## config.mk

```make
export PLATFORM = sky130hd
export DESIGN_NAME = logic_unit_arbiter
export DESIGN_NICKNAME = d
export VERILOG_FILES = /design/src/rtl/logic_arb_pkg.sv /design/src/rtl/logic_op_core.sv /design/src/rtl/logic_unit_arbiter.sv
export SDC_FILE = /design/constraint.sdc
export NUM_CORES = 1
export LEC_CHECK = 0
export ABC_AREA = 1
export CORE_MARGIN = 1
export CORE_UTILIZATION = 52
export CTS_CLUSTER_SIZE = 20
export DETAILED_ROUTE_END_ITERATION = 10
export GPL_TIMING_DRIVEN = 0
export PLACE_DENSITY = 0.87
export SYNTH_ARGS = -nofsm -noshare
export SYNTH_HDL_FRONTEND = slang
export SYNTH_SLANG_ARGS = --single-unit
export TNS_END_PERCENT = 50
```

## constraint.sdc

```tcl
create_clock -name Clock -period 5.62 [get_ports Clock]
set_clock_uncertainty 0.2 [all_clocks]
set_input_delay 1.124 -clock Clock [delete_from_list [all_inputs] [get_ports Clock]]
set_output_delay 1.124 -clock Clock [all_outputs]
set_load 0.01 [all_outputs]
```

## src/rtl/logic_arb_pkg.sv

```systemverilog
// Shared encodings for the logic-unit arbiter: op codes, FSM states, perf counter width.
package logic_arb_pkg;

    localparam logic [1:0] LOGIC_AND = 2'b00;
    localparam logic [1:0] LOGIC_OR  = 2'b01;
    localparam logic [1:0] LOGIC_XOR = 2'b10;
    localparam logic [1:0] LOGIC_NOR = 2'b11;

    localparam logic [0:0] ST_IDLE = 1'b0;
    localparam logic [0:0] ST_HOLD = 1'b1;

    localparam int PERF_CNT_W = 16;

    function automatic logic [PERF_CNT_W-1:0] sat_inc(input logic [PERF_CNT_W-1:0] v);
        return (&v) ? v : v + 1'b1;
    endfunction

endpackage

```

## src/rtl/logic_op_core.sv

```systemverilog
// Combinational bitwise logic op (AND/OR/XOR/NOR) with per-operand inversion bubbles.
module logic_op_core
    import logic_arb_pkg::*;
#(
    parameter int NrOfBits = 32
) (
    input  logic [1:0]          inv,
    input  logic [1:0]          op,
    input  logic [NrOfBits-1:0] a,
    input  logic [NrOfBits-1:0] b,
    output logic [NrOfBits-1:0] y
);

    logic [NrOfBits-1:0] a_m;
    logic [NrOfBits-1:0] b_m;

    always_comb begin
        a_m = a ^ {NrOfBits{inv[0]}};
        b_m = b ^ {NrOfBits{inv[1]}};
        y   = '0;
        case (op)
            LOGIC_AND: y = a_m & b_m;
            LOGIC_OR:  y = a_m | b_m;
            LOGIC_XOR: y = a_m ^ b_m;
            default:   y = ~(a_m | b_m);
        endcase
    end

endmodule

```

## src/rtl/logic_unit_arbiter.sv

```systemverilog
// Round-robin share of one registered logic unit between two requesters, one-entry result buffer.
// Optional LOGIC_ARB_PERF_EN adds saturating grant/stall counters.
module logic_unit_arbiter
    import logic_arb_pkg::*;
#(
    parameter int NrOfBits = 32
) (
    input  logic                  Clock,
    input  logic                  Reset_n,
    input  logic                  Req0_Valid,
    output logic                  Req0_Ready,
    input  logic [1:0]            Req0_Op,
    input  logic [1:0]            Req0_Inv,
    input  logic [NrOfBits-1:0]   Req0_A,
    input  logic [NrOfBits-1:0]   Req0_B,
    input  logic                  Req1_Valid,
    output logic                  Req1_Ready,
    input  logic [1:0]            Req1_Op,
    input  logic [1:0]            Req1_Inv,
    input  logic [NrOfBits-1:0]   Req1_A,
    input  logic [NrOfBits-1:0]   Req1_B,
    output logic                  Rsp0_Valid,
    input  logic                  Rsp0_Ready,
    output logic                  Rsp1_Valid,
    input  logic                  Rsp1_Ready,
`ifdef LOGIC_ARB_PERF_EN
    output logic [PERF_CNT_W-1:0] Grant0_Cnt,
    output logic [PERF_CNT_W-1:0] Grant1_Cnt,
    output logic [PERF_CNT_W-1:0] Stall_Cnt,
`endif
    output logic [NrOfBits-1:0]   Rsp_Data
);

    logic [0:0]          state_q, state_d;
    logic                owner_q, owner_d;
    logic                rr_ptr_q, rr_ptr_d;
    logic [NrOfBits-1:0] data_q, data_d;

    logic                owner_rdy;
    logic                issue_ok;
    logic                any_vld;
    logic                grant1;
    logic                accept;
    logic [1:0]          sel_op;
    logic [1:0]          sel_inv;
    logic [NrOfBits-1:0] sel_a;
    logic [NrOfBits-1:0] sel_b;
    logic [NrOfBits-1:0] op_res;

    // The owner draining its result frees the buffer for a same-cycle refill.
    assign owner_rdy = owner_q ? Rsp1_Ready : Rsp0_Ready;
    assign issue_ok  = (state_q == ST_IDLE) || owner_rdy;
    assign any_vld   = Req0_Valid | Req1_Valid;
    assign grant1    = Req1_Valid & (~Req0_Valid | rr_ptr_q);
    assign accept    = any_vld & issue_ok;

    assign Req0_Ready = Req0_Valid & ~grant1 & issue_ok;
    assign Req1_Ready = Req1_Valid &  grant1 & issue_ok;

    assign sel_op  = grant1 ? Req1_Op  : Req0_Op;
    assign sel_inv = grant1 ? Req1_Inv : Req0_Inv;
    assign sel_a   = grant1 ? Req1_A   : Req0_A;
    assign sel_b   = grant1 ? Req1_B   : Req0_B;

    logic_op_core #(.NrOfBits(NrOfBits)) u_core (
        .inv (sel_inv),
        .op  (sel_op),
        .a   (sel_a),
        .b   (sel_b),
        .y   (op_res)
    );

    always_comb begin
        state_d  = state_q;
        owner_d  = owner_q;
        rr_ptr_d = rr_ptr_q;
        data_d   = data_q;
        if (accept) begin
            state_d  = ST_HOLD;
            owner_d  = grant1;
            rr_ptr_d = ~grant1;
            data_d   = op_res;
        end else if (state_q == ST_HOLD && owner_rdy) begin
            state_d = ST_IDLE;
        end
    end

    always_ff @(posedge Clock or negedge Reset_n) begin
        if (!Reset_n) begin
            state_q  <= ST_IDLE;
            owner_q  <= 1'b0;
            rr_ptr_q <= 1'b0;
            data_q   <= '0;
        end else begin
            state_q  <= state_d;
            owner_q  <= owner_d;
            rr_ptr_q <= rr_ptr_d;
            data_q   <= data_d;
        end
    end

    assign Rsp0_Valid = (state_q == ST_HOLD) & ~owner_q;
    assign Rsp1_Valid = (state_q == ST_HOLD) &  owner_q;
    assign Rsp_Data   = data_q;

`ifdef LOGIC_ARB_PERF_EN
    logic [PERF_CNT_W-1:0] grant0_cnt_q, grant0_cnt_d;
    logic [PERF_CNT_W-1:0] grant1_cnt_q, grant1_cnt_d;
    logic [PERF_CNT_W-1:0] stall_cnt_q,  stall_cnt_d;

    always_comb begin
        grant0_cnt_d = grant0_cnt_q;
        grant1_cnt_d = grant1_cnt_q;
        stall_cnt_d  = stall_cnt_q;
        if (Req0_Ready)           grant0_cnt_d = sat_inc(grant0_cnt_q);
        if (Req1_Ready)           grant1_cnt_d = sat_inc(grant1_cnt_q);
        if (any_vld && !accept)   stall_cnt_d  = sat_inc(stall_cnt_q);
    end

    always_ff @(posedge Clock or negedge Reset_n) begin
        if (!Reset_n) begin
            grant0_cnt_q <= '0;
            grant1_cnt_q <= '0;
            stall_cnt_q  <= '0;
        end else begin
            grant0_cnt_q <= grant0_cnt_d;
            grant1_cnt_q <= grant1_cnt_d;
            stall_cnt_q  <= stall_cnt_d;
        end
    end

    assign Grant0_Cnt = grant0_cnt_q;
    assign Grant1_Cnt = grant1_cnt_q;
    assign Stall_Cnt  = stall_cnt_q;
`endif

endmodule

```

==> results of run 1 <==
## Yosys cell counts (5+ instances only)
cell type and number:
inv_1 60, buf_4 14, mux2i_4 38, o21ai_0 17, ha_1 64, buf_2 21
dfrtp_1 35, nand3b_1 14, xor2_1 128, nand3_1 118, clkbuf_1 10, o21ai_1 5
mux2i_1 26, nand2_1 167
## layout make-up
cell class	count	area [sq um]	share of cell area
plain buffers	52	358	0.0440
flip-flops and latches	35	876	0.108
clock inverters	2	35.0	0.00431
repair buffers	177	1770	0.217
multi-input cells	588	4540	0.558
clock buffers	6	139	0.0171
well taps	140	175	0.0215
inverters	64	240	0.0295
## layer usage
metal | vias to the layer above | routed length (um) | GRT usage | part of all wire
li1 | 2739 | - | - | -
met1 | 2603 | 6730 | 0.355 | 0.39
met2 | 329 | 8370 | 0.510 | 0.49
met3 | 59 | 1530 | 0.0397 | 0.089
met4 | 0 | 600 | 0.121 | 0.035
met5 | - | 0 | 0 | 0
## metrics by stage
stage | setup slack, ns | std cells | area [sq um] | util
CTS | 0.946 | 1064 | 8130 | 0.737
floorplan | 2.33 | 739 | 6010 | -
global route | 0.768 | 1064 | 8130 | 0.737
finish | 0.874 | 1064 | 8130 | 0.737
global placement | 0.970 | 1056 | 7960 | 0.722
detailed placement | 0.961 | 1056 | 7960 | 0.721
## report_power, final
| part | internal, mW | total (mW) | leakage (nW) | switching (mW) |
|---|---|---|---|---|
| registers | 0.366 | 0.431 | 0.436 | 0.0654 |
| clock network | 0.220 | 0.326 | 0.0868 | 0.106 |
| logic | 0.848 | 1.85 | 3.42 | 1.00 |
## worst reg2reg max path, cell delays in order (launching register included)
cell     delay [ns]
dfrtp_1        0.37
inv_2          0.06
nand2_2        0.08
nand2_2        0.08
buf_6          0.17
buf_2          0.35
mux2i_1        0.40
xor2_1         0.21
ha_1           0.26
o21ai_0        0.21
nand3_1        0.12
nand2_1        0.09
nand2_1        0.05
## cells by family (layout without fill, tap and decap cells)
family,count (synthesis),after routing,synth area share
AOI/OAI and AO/OA,24,24,0.0223
xor gates and xnor gates,128,128,0.186
adders and majority gates,64,64,0.133
buffers and inverters,116,301,0.0994
DFF,35,35,0.146
muxes,64,64,0.186
and+or+nand+nor,308,308,0.228
## registers in the layout, indices dropped and copies added, names as in the netlist
name and flops:
owner_q 1, Rsp_Data 32, rr_ptr_q 1, state_q 1
## path summary, 6_finish.rpt
| check | endpoint | slack, ns | cells after the start |
|---|---|---|---|
| worst max-delay path | Req0_Ready | 0.87 | 7 |
| worst min-delay path | Rsp_Data[23] | 0.28 | 2 |
| worst max register to register | Rsp_Data[9] | 2.87 | 12 |
| worst min register to register | Rsp_Data[23] | 0.28 | 2 |
| max in group asynchronous | Rsp_Data[21] | 3.99 | 1 |
| min in group asynchronous | Rsp_Data[4] | 0.72 | 1 |
==> out/metrics.cfg, run 1 <==
[status]
outcome=completed

[die]
io_pins=178
die-area_sq_um=12000
die_w_um=110
coreArea_sq_um=11000
rows=38
dieHeight_um=110
initial_core_util=0.545

[cts]
cts_hold_buffers=0
clockBufferDepth=2
clk_latency_ns=0.28
clk_pin_slew_worst_paths_ns=0.05
postCtsSetupBuffers=0
ctsResizeCount=0
cts_max_level=2
cts_root_buffer=clkbuf_16
cts.sinks=35
numCtsBuffers=5
tritoncts=built

[sta]
period_minus_slack_ns=4.75
rsz0062_at_grt=no
setup_viol_count_final=0
hold_viol=0
setup-tns-final_ns=0
tightest_slew_ns=0.791
fmax_ghz=0.211
maxSlewViolCount=0
whs_ns=0.278
slew_headroom=0.473
fin_crit_sh=0.845

[synthesis]
synth-seq-area-share=0.146
synth-main-ff-cell=dfrtp_1
ys_ff_latch=35
yosysWarningCount=0
syn_area_sq_um=6010
syn_inst=739
synth.top_cells.by_area=xor2_1, dfrtp_1, mux2i_4, ha_1, nand2_1
synth_top_area_frac=0.186
syn_nets=945
ys_async_sr_fraction=1.00
synth_top_cell_by_area=xor2_1
yosysUniqueCellTypes=24
synth-edff-count=0
postSynthAreaPerCell_sq_um=8.14

[worst_setup_path]
crit_chain=clkdlybuf4s50_1 > nor2_1 > nor2_2 > clkbuf_1 > nand2_1 > inv_1 > clkdlybuf4s50_1
cp_slowest_cell=clkdlybuf4s50_1
setup.worst_path.end_class=output port
cp.required_ns=4.30
critPathTopFamily=buffers and inverters
timing.rr.start=rr_ptr_q
crit_path_start_kind=input pin
cp_max_fo=10
crit_buf_inv=4
crit_path_max_incr_delay_ns=0.58
crit_type=in2out
path_common_cell=clkdlybuf4s50_1
critPathLaunch=Req1_Valid
cp.arrival_ns=3.42

[drt]
wirelength_um=17200
wl_per_cell_um=16.2
first_pass_iters=8
drt_iter0_drc=503
post_drt_via_cell_ratio=5.39
ant_nets=0
drc=0
vias=5730

[power_and_ir_drop]
power.density_nw_per_um2=321
power_mw=2.61
p_leak_nw=3.95
ir_drop_mv=0.249

[worst_hold_path]
min_path_type=reg2reg
hp-start=Rsp_Data[23]

[grt]
grt_pass1_vias=5671
grt_start_max_net_pins=36
grt_overflow=0
track_usage=0.291
grt_first_pass_wirelength_um=26900
antenna_found_initial=0

[job]
maxCapViolCount=0

[finish]
most-common-layout-cells=clkdlybuf4s50_1, nand2_1, xor2_1, nand3_1, ha_1
antenna_cells=0
layout_commonest_cell=clkdlybuf4s50_1
areaGrowthSynthToFinish_pct=35.2
drive_gt1_frac=0.106
fin_nets=1129
fill_cells=834

[placement]
dp_hpwl_um=13500
port-buffer-count=177
place.gp.congestion=0.928

No activity file was read; power rests on OpenSTA's default activity.
==> inputs of run 2 (changes only) <==
--- a/config.mk
+++ b/config.mk
@@ -7,11 +7,11 @@
 export LEC_CHECK = 0
 export ABC_AREA = 1
 export CORE_MARGIN = 1
-export CORE_UTILIZATION = 52
+export CORE_UTILIZATION = 49
 export CTS_CLUSTER_SIZE = 20
 export DETAILED_ROUTE_END_ITERATION = 10
 export GPL_TIMING_DRIVEN = 0
-export PLACE_DENSITY = 0.87
+export PLACE_DENSITY = 0.83
 export SYNTH_ARGS = -nofsm -noshare
 export SYNTH_HDL_FRONTEND = slang
 export SYNTH_SLANG_ARGS = --single-unit
==> constraint.sdc (replaced) <==
create_clock -name Clock -period 4.4 [get_ports Clock]
set_clock_uncertainty 0.2 [all_clocks]
set_input_delay 0.88 -clock Clock [delete_from_list [all_inputs] [get_ports Clock]]
set_output_delay 0.88 -clock Clock [all_outputs]
set_load 0.01 [all_outputs]
==> run 2 against run 1 <==
  * Critical path depth is the same
  * Setup slack got worse by 0.63 ns
  * Via count down 2.0%
  * Sequential cell count is the same
  * Register-to-register slack worse by 1.2 ns
  * Non-clock buffer count unchanged
  * Sequential share of layout area barely moved
  * Combinational power grew 26%
  * Largest cell class unchanged
==> out/metrics.cfg, run 2 (synthesis gave the netlist of run 1 again) <==
[die]
rows=40  ; +5.3%
die_w_um=113  ; +3.0%
io_pins=178  ; unchanged
dieHeight_um=113  ; +3.0%
initial_core_util=0.501  ; -0.0445
die-area_sq_um=12700  ; +6.0%
coreArea_sq_um=12000  ; +8.9%

[finish]
fill_cells=1023  ; +23%
areaGrowthSynthToFinish_pct=34.7
regArea_sq_um=876  ; unchanged
layoutNonFillerInstCount=1071  ; +0.66%
most-common-layout-cells=clkdlybuf4s50_1, nand2_1, xor2_1, nand3_1, ha_1
layout_commonest_cell=clkdlybuf4s50_1
largest_reg_flops=32  ; unchanged
drive_gt1_frac=0.105  ; -0.00108
fin_nets=1129  ; unchanged
final_util=0.675  ; -0.0624
multi_input_area_sq_um=4540  ; unchanged
antenna_cells=0  ; unchanged

[sta]
period_minus_slack_ns=4.16
hold_viol=0  ; unchanged
rsz0062_at_grt=no
fmax_ghz=0.240
slew_headroom=0.461  ; -0.0121
maxSlewViolCount=0  ; unchanged
setup_viol_count_final=0  ; unchanged
tightest_slew_ns=0.809  ; +0.0182 ns
setup-tns-final_ns=0  ; unchanged
fin_crit_sh=0.945

[grt]
grt_start_max_net_pins=36  ; unchanged
grt_overflow=0  ; unchanged
antenna_found_initial=0  ; unchanged
grt_pass1_vias=5313  ; -6.3%
track_usage=0.274  ; -0.0169
grt_first_pass_wirelength_um=27200  ; +1.2%

[cts]
clockBufferDepth=2  ; unchanged
cts_max_level=2  ; unchanged
clk_latency_ns=0.28  ; about the same
numCtsBuffers=5  ; unchanged
clk_pin_slew_worst_paths_ns=0.06  ; about the same
postCtsSetupBuffers=0  ; unchanged
cts.sinks=35  ; unchanged
cts_hold_buffers=0  ; unchanged
cts_root_buffer=clkbuf_16
ctsResizeCount=0  ; unchanged
tritoncts=built

[drt]
first_pass_iters=5  ; -3
vias=5615  ; -2.0%
ant_nets=0  ; unchanged
drc=0  ; unchanged
wl_per_cell_um=15.9  ; -2.1%
post_drt_via_cell_ratio=5.24  ; -2.6%
wirelength_um=17000  ; -1.4%
drt_iter0_drc=496  ; -1.4%

[worst_setup_path]
crit_type=in2out
r2r_slack_ns=1.68  ; -1.19 ns
cp.required_ns=3.32  ; -0.98 ns
crit_cells=7  ; unchanged
crit_chain=clkdlybuf4s50_1 > nor2_1 > nor2_2 > clkbuf_2 > nand2_1 > inv_1 > clkdlybuf4s50_1
rr_worst_depth=12  ; unchanged
setup.worst_path.end_class=output port
crit_path_max_incr_delay_ns=0.59  ; about the same
cp_slowest_cell=clkdlybuf4s50_1
crit_buf_inv=4  ; unchanged
crit_path_start_kind=input pin
critPathLaunch=Req1_Valid
timing.rr.start=rr_ptr_q
cp_max_fo=10  ; unchanged
path_common_cell=clkdlybuf4s50_1
critPathTopFamily=buffers and inverters
cp.arrival_ns=3.08  ; -0.34 ns

[worst_hold_path]
min_path_type=reg2reg
min_path_cells=2  ; unchanged
hp-start=Rsp_Data[15]

[placement]
dp_hpwl_um=13300  ; -1.1%
place.gp.congestion=0.878  ; -5.5%
port-buffer-count=177  ; unchanged
dp.cells=1063  ; +0.66%

[power_and_ir_drop]
ir_drop_mv=0.237  ; -4.9%
p_leak_nw=3.93  ; -0.40%
power.density_nw_per_um2=399  ; +24%

[job]
maxCapViolCount=0  ; unchanged

[status]
outcome=completed

## run 2: metrics by stage
stage               hold slack (ns)  setup slack [ns]  power [mW]  cell area, sq um
finish                        0.279             0.241        3.23              8100
CTS                           0.284             0.137        3.22              8100
floorplan                     0.315              1.60        2.04              6010
detailed placement            0.268             0.141        2.86              7970
global route                  0.305             0.195        3.49              8100
global placement              0.263             0.138        2.80              7970
## run 2: final timing paths
check                               endpoint
min in group asynchronous        Rsp_Data[5]
max in group asynchronous       Rsp_Data[19]
worst min register to register  Rsp_Data[15]
worst max-delay path              Req0_Ready
worst max register to register  Rsp_Data[31]
worst min-delay path            Rsp_Data[15]
## run 2: metal layers
layer / up-vias / GRT usage / part of all wire
li1: 2739 / - / -
met1: 2528 / 0.352 / 0.40
met2: 310 / 0.471 / 0.48
met3: 38 / 0.0386 / 0.097
met4: 0 / 0.0907 / 0.025
met5: - / 0 / 0
## run 2: layout make-up
class,instances,share of cell area
clock inverters,1,0.000618
flip-flops and latches,35,0.108
clock buffers,7,0.0164
multi-input cells,588,0.560
well taps,147,0.0227
repair buffers,177,0.218
plain buffers,52,0.0443
inverters,64,0.0296
## run 2: worst min-delay path: cells and delay by family, from the launching register on
| family | cells | cell delay [ns] |
|---|---|---|
| flops | 1 | 0.34 |
| simple gates | 2 | 0.11 |
## run 2: power breakdown
group	total [mW]	switching, mW	internal (mW)	leakage [nW]
Clock	0.354	0.144	0.210	0.0679
Sequential	0.549	0.0824	0.467	0.436
Combinational	2.33	1.25	1.08	3.43
